$ cat src/rtl/spi_pkg.sv
// spi_pkg: state encoding and byte width shared by the SPI transaction sequencer
package spi_pkg;
  localparam int SPI_BYTE_W = 8;
  typedef enum logic [2:0] {IDLE, SETUP, LOAD, START, WAITB, XFER, PUSH, HOLD} state_e;
endpackage

$ cat src/rtl/spi_gap_cnt.sv
// spi_gap_cnt: loadable down-counter with done flag, shared by chip-select gaps and the watchdog
module spi_gap_cnt #(
  parameter int W = 4
) (
  input  logic         clk,
  input  logic         rst_n,
  input  logic         ld,
  input  logic [W-1:0] ld_val,
  output logic         done
);
  logic [W-1:0] cnt_q, cnt_d;
  assign done = cnt_q == '0;
  // load on request, otherwise count down and park at zero
  always_comb cnt_d = ld ? ld_val : (done ? cnt_q : cnt_q - 1'b1);
  // counter register
  always_ff @(posedge clk)
    if (!rst_n) cnt_q <= '0;
    else cnt_q <= cnt_d;
endmodule

$ cat src/rtl/spi_xfer_seq.sv
// spi_xfer_seq: SPI transaction sequencer with CS framing; SPI_XFER_SEQ_TMO_EN adds watchdog and err output
module spi_xfer_seq
  import spi_pkg::*;
#(
  parameter int NSLAVE   = 2,
  parameter int SEL_W    = (NSLAVE > 1) ? $clog2(NSLAVE) : 1,
  parameter int LEN_W    = 4,
  parameter int CS_SETUP = 2,
  parameter int CS_HOLD  = 2,
  parameter int TMO_CYC  = 1024
) (
  input  logic                  clk,
  input  logic                  rst_n,
  input  logic                  cmd_valid,
  output logic                  cmd_ready,
  input  logic [SEL_W-1:0]      cmd_slave,
  input  logic [LEN_W-1:0]      cmd_len,
  input  logic                  tx_valid,
  output logic                  tx_ready,
  input  logic [SPI_BYTE_W-1:0] tx_data,
  output logic                  rx_valid,
  input  logic                  rx_ready,
  output logic [SPI_BYTE_W-1:0] rx_data,
  output logic                  rx_last,
  output logic [NSLAVE-1:0]     sel,
  output logic                  spi_start,
  output logic [SPI_BYTE_W-1:0] spi_data_in,
  input  logic                  spi_busy,
  input  logic                  spi_new_data,
  input  logic [SPI_BYTE_W-1:0] spi_data_out,
  output logic                  busy
`ifdef SPI_XFER_SEQ_TMO_EN
  , output logic                err
`endif
);
  localparam int CNT_MAX = (TMO_CYC > CS_SETUP && TMO_CYC > CS_HOLD) ? TMO_CYC :
                           (CS_SETUP > CS_HOLD) ? CS_SETUP : CS_HOLD;
  localparam int CNT_W = $clog2(CNT_MAX + 1);
  state_e                  state_q, state_d;
  logic [NSLAVE-1:0]       sel_q, sel_d;
  logic [LEN_W-1:0]        len_q, len_d, byte_cnt_q, byte_cnt_d;
  logic [SPI_BYTE_W-1:0]   spi_data_in_q, spi_data_in_d, rx_data_q, rx_data_d;
  logic                    rx_last_q, rx_last_d, gap_ld, gap_done, last;
  logic [CNT_W-1:0]        gap_val;
`ifdef SPI_XFER_SEQ_TMO_EN
  logic                    err_q, err_d;
  assign err = err_q;
`endif
  assign last        = byte_cnt_q == len_q;
  assign cmd_ready   = state_q == IDLE;
  assign busy        = state_q != IDLE;
  assign tx_ready    = state_q == LOAD;
  assign spi_start   = state_q == START;
  assign rx_valid    = state_q == PUSH;
  assign sel         = sel_q;
  assign spi_data_in = spi_data_in_q;
  assign rx_data     = rx_data_q;
  assign rx_last     = rx_last_q;
  assign gap_ld      = state_d != state_q;
  assign gap_val     = state_d == SETUP ? CNT_W'(CS_SETUP - 1) :
                       state_d == HOLD  ? CNT_W'(CS_HOLD - 1)  : CNT_W'(TMO_CYC - 1);
  spi_gap_cnt #(.W(CNT_W)) u_gap (
    .clk   (clk),
    .rst_n (rst_n),
    .ld    (gap_ld),
    .ld_val(gap_val),
    .done  (gap_done)
  );
  // next-state and datapath: the compare with len precedes the increment so all-ones len never wraps
  always_comb begin
    state_d       = state_q;
    sel_d         = sel_q;
    len_d         = len_q;
    byte_cnt_d    = byte_cnt_q;
    spi_data_in_d = spi_data_in_q;
    rx_data_d     = rx_data_q;
    rx_last_d     = rx_last_q;
`ifdef SPI_XFER_SEQ_TMO_EN
    err_d         = 1'b0;
`endif
    case (state_q)
      IDLE:
        if (cmd_valid) begin
          if (32'(cmd_slave) < NSLAVE) begin
            sel_d   = NSLAVE'(1) << cmd_slave;
            len_d   = cmd_len;
            state_d = SETUP;
          end
`ifdef SPI_XFER_SEQ_TMO_EN
          else err_d = 1'b1;
`endif
        end
      SETUP: if (gap_done) state_d = LOAD;
      LOAD:
        if (tx_valid) begin
          spi_data_in_d = tx_data;
          state_d       = START;
        end
      START: state_d = WAITB;
      WAITB:
        if (spi_busy) state_d = XFER;
`ifdef SPI_XFER_SEQ_TMO_EN
        else if (gap_done) begin
          state_d = HOLD;
          err_d   = 1'b1;
        end
`endif
      XFER:
        if (spi_new_data) begin
          rx_data_d = spi_data_out;
          rx_last_d = last;
          state_d   = PUSH;
        end
`ifdef SPI_XFER_SEQ_TMO_EN
        else if (gap_done) begin
          state_d = HOLD;
          err_d   = 1'b1;
        end
`endif
      PUSH:
        if (rx_ready) begin
          if (last) state_d = HOLD;
          else begin
            byte_cnt_d = byte_cnt_q + 1'b1;
            state_d    = LOAD;
          end
        end
      HOLD:
        if (gap_done) begin
          sel_d      = '0;
          byte_cnt_d = '0;
          state_d    = IDLE;
        end
      default: state_d = IDLE;
    endcase
  end
  // state and datapath registers
  always_ff @(posedge clk)
    if (!rst_n) begin
      state_q       <= IDLE;
      sel_q         <= '0;
      len_q         <= '0;
      byte_cnt_q    <= '0;
      spi_data_in_q <= '0;
      rx_data_q     <= '0;
      rx_last_q     <= 1'b0;
    end else begin
      state_q       <= state_d;
      sel_q         <= sel_d;
      len_q         <= len_d;
      byte_cnt_q    <= byte_cnt_d;
      spi_data_in_q <= spi_data_in_d;
      rx_data_q     <= rx_data_d;
      rx_last_q     <= rx_last_d;
    end
`ifdef SPI_XFER_SEQ_TMO_EN
  // one-cycle error pulse for timeouts and invalid slave commands
  always_ff @(posedge clk)
    if (!rst_n) err_q <= 1'b0;
    else err_q <= err_d;
`endif
endmodule

$ cat config.mk
export PLATFORM = sky130hd
export DESIGN_NAME = spi_xfer_seq
export DESIGN_NICKNAME = d
export VERILOG_FILES = /design/src/rtl/spi_pkg.sv /design/src/rtl/spi_gap_cnt.sv /design/src/rtl/spi_xfer_seq.sv
export SDC_FILE = /design/constraint.sdc
export NUM_CORES = 1
export LEC_CHECK = 0
export BUFFER_PORTS_ARGS = -buffer_cell sky130_fd_sc_hd__clkbuf_2
export CAP_MARGIN = 20
export CELL_PAD_IN_SITES_DETAIL_PLACEMENT = 2
export CELL_PAD_IN_SITES_GLOBAL_PLACEMENT = 2
export CORE_ASPECT_RATIO = 1.75
export CORE_MARGIN = 4
export CORE_UTILIZATION = 27
export DETAILED_ROUTE_END_ITERATION = 10
export PLACE_DENSITY = 0.79
export SETUP_SLACK_MARGIN = 0.4
export SYNTH_ARGS = -nofsm -noshare
export SYNTH_HDL_FRONTEND = slang
export SYNTH_SLANG_ARGS = --single-unit
$ cat constraint.sdc
create_clock -name clk -period 1.8 [get_ports clk]
set_clock_uncertainty 0.1 [all_clocks]
set_input_delay 0.18 -clock clk [delete_from_list [all_inputs] [get_ports clk]]
set_output_delay 0.18 -clock clk [all_outputs]
set_load 0.02 [all_outputs]
==> flow_summary_export.csv <==
group,metric,value,unit
outcome,status,"finished, violations left",
outcome,violations,"setup timing",
grt,grt_usage,21.43,%
clock_network,clk_pin_slew,70,ps
clock_network,hold_buffers,0,
power_and_ir_drop,comb_power_share,58.6,%
clock_network,h-tree-depth,2,
floorplanning,core_area,7182,um^2
worst_setup_path,crit_path_end_kind,"register",
hold_path,hold_path_class,"primary input to register",
synth,synth_top_area_share,41.36,%
synth,synth_top_area_cell,"dfxtp_1",
synth,synth.avg_cell_area,8.590,um^2
detailed_routing,vias_per_cell,5.207,
synth,syn_area,1984,um^2
clock_network,tritoncts,"yes",
timing,fin_tns_setup,-4142,ps
worst_setup_path,cp.required,1910,ps
detailed_routing,drt-pass1-iter-count,4,
cells_and_area,fin_util,46.59,%
run,maxCapViolCount,0,
clock_network,cts_made_buffers,5,
power_and_ir_drop,p_per_area,1699,nW/um^2
cells_and_area,multiInputGateArea,1291,um^2
timing,tightest_slew,427.6,ps
detailed_routing,avgRoutedWirePerCell,22.59,um
cells_and_area,antenna_cells,0,
timing,hold_viol,0,
timing,fin_hold_ws,3.399,ps
worst_setup_path,crit_path_frequent_cell,"buf_4",
timing,fmax,476.2,MHz
synth,syn_nets,261,
placed_design,dp_slack,-238.0,ps
cells_and_area,nets,377,
floorplanning,die_h,121.4,um
cells_and_area,design_area,3346,um^2
placed_design,dp_hpwl,5.424,mm
worst_setup_path,crit_type,"register to register",
floorplanning,fp.dieW,72.81,um
clock_network,clockRootBuffer,"clkbuf_16",
floorplanning,die-area,8839,um^2
cells_and_area,drive_gt1_share,48.56,%
grt,grt_pass1_vias,2583,
synth,synth_common_cells,"dfxtp_1 (41), nand2_1 (30), nor2_1 (25)",
power_and_ir_drop,ir_drop,0.0008407,V
timing,worst_slack,-300.1,ps
timing,setup_viol,20,
worst_setup_path,crit_slowest_cell,"a311o_2",
synth,ys.flop_type,"dfxtp_1",
detailed_routing,final_antenna_net_count,0,
timing,relSlewSlack,71.12,%
grt,grt_pass1_wl,13.98,mm
synth,synth_enable_flop_cells,0,
placed_design,port-buffer-count,51,
synth,synth_seq_cells,41,
timing,period_share,116.7,%
synth,syn_inst,231,
placed_design,dp.cells,396,
power_and_ir_drop,power.switching,2.242,mW
placed_design,place.gp.congestion,0.8605,
power_and_ir_drop,switching_share,39.43,%
placed_design,place_area,2638,um^2
worst_setup_path,cpPeakStageDelay,490,ps
worst_setup_path,crit_arrival,2210,ps
floorplanning,std_cell_rows,41,
worst_setup_path,crit_chain,"buf_4 > buf_4 > and2_1 > nor2_2 > o211ai_2 > a311o_2 > o21ai_1",
clock_network,clk_latency,300,ps
power_and_ir_drop,p_leak,1.418,nW
clock_network,numClockSinks,41,
power_and_ir_drop,intPower,3.443,mW
floorplanning,ios,52,
power_and_ir_drop,p_clk_share,18.7,%
power_and_ir_drop,seqPwrFrac,22.7,%
synth,synthArstFlopShare,0,%
grt,grt_overflow,0,
synth,synth_area_leaders,"dfxtp_1 (41%), mux2i_1 (6.1%), nand2_1 (5.7%)",
timing,min_period,2100,ps
cells_and_area,fillers,792,
worst_setup_path,cp-start-kind,"register",
detailed_routing,drc_errors,0,
clock_network,clk_path_buf_depth,2,
power_and_ir_drop,fin_total_pwr,5.685,mW
detailed_routing,drt_iter0_markers,86,
grt,antenna_found_initial,0,
synth,ys_warn_count,0,
detailed_routing,wirelength,9.805,mm
synth,synth_cell_types,48,
cells_and_area,finalNonFillerCells,434,
floorplanning,start_util,27.63,%
cells_and_area,syn_to_final_growth,68.60,%
timing,maxSlewViolCount,0,
detailed_routing,vias,2260,
timing,rsz0062_at_grt,"yes",
worst_setup_path,crit_fanout,5,
grt,grt_max_degree,27,
synth,seq_area_frac_synth,41.36,%
cells_and_area,final-seq-area,833.3,um^2
synth,yosysMostFrequentCell,"dfxtp_1",
## cell usage in the layout, fill, tap and decap left out, types with 3 or more instances in the layout
master and instances:
buf_6 19, nor3_1 4, or3_1 3, o21a_1 4, nand3_1 5, xnor2_1 12
o21ai_1 7, buf_8 6, clkbuf_2 46, o21ai_0 4, a21oi_1 16, dfxtp_2 4
dfxtp_1 35, buf_4 45, inv_2 3, a41oi_1 3, inv_1 3, nand2_1 27
nand4b_1 3, mux2i_1 12, clkbuf_16 5, nor2_1 21
## path summary, 6_finish.rpt
kind                        start  slack [ps]        endpoint  cells past startpoint
hold reg to reg        rx_data[1]         360      rx_data[1]                      2
setup reg to reg       state_q[1]        -300  u_gap.cnt_q[4]                      7
hold / removal    spi_data_out[4]           3      rx_data[4]                      3
setup / recovery       state_q[1]        -300  u_gap.cnt_q[4]                      7
## cells by family (layout without fill, tap and decap cells)
group                      Yosys count  count (layout)  synth area share (%)
buffers and inverters               17             133                 3.909
muxes                               13              13                 6.747
DFF                                 41              41                 41.36
AOI/OAI and AO/OA                   51              52                 16.52
adders and majority gates            2               2                 1.261
and+or+nand+nor                     94              94                 24.47
xor gates and xnor gates            13              13                 5.738
## per-layer routing
layer	up-vias	global-route usage, %	routed length, um
met2	57	40.21	5540
met5	-	0	0
met1	1120	20.85	3369
met3	34	3.980	307
met4	0	12.47	587
li1	1049	-	-
## power by group through the flow
stage	combinational, mW	sequential [mW]	clock [mW]
2_1_floorplan	1.30	1.25	0
3_3_place_gp	2.03	1.25	0
3_5_place_dp	2.13	1.26	0
4_1_cts	2.71	1.27	1.07
5_1_grt	3.56	1.31	1.12
6_report	3.33	1.29	1.06
## final cells by class
cell class	count	share of cell area [%]
sequential	41	24.91
timing repair buffer	118	27.26
clock buffer	6	3.852
tap	86	3.216
multi-input combinational	174	38.59
clock inverter	2	1.159
inverter	7	1.010
## sequential cells by signal, indices dropped and copies added, names as in the netlist
name and count:
byte_cnt_q 4, len_q 4, rx_data 8, rx_last 1, sel 2, spi_data_in 8, state_q 3, u_gap.cnt_q 11
## worst max-delay path: cells and delay by family (launching register included)
kind                   cells  cell delay [ps]
AO/OA/AOI/OAI              3              800
AND/OR/NAND/NOR            2              440
flip-flops                 1              380
buffers and inverters      2              280
## timing repair
action,CTS,global route
resized for setup,48,31
setup endpoints to repair,46,46
setup buffers,19,10
gates cloned,1,0
pin swaps,10,16
Power figures use the tool's default switching activity.
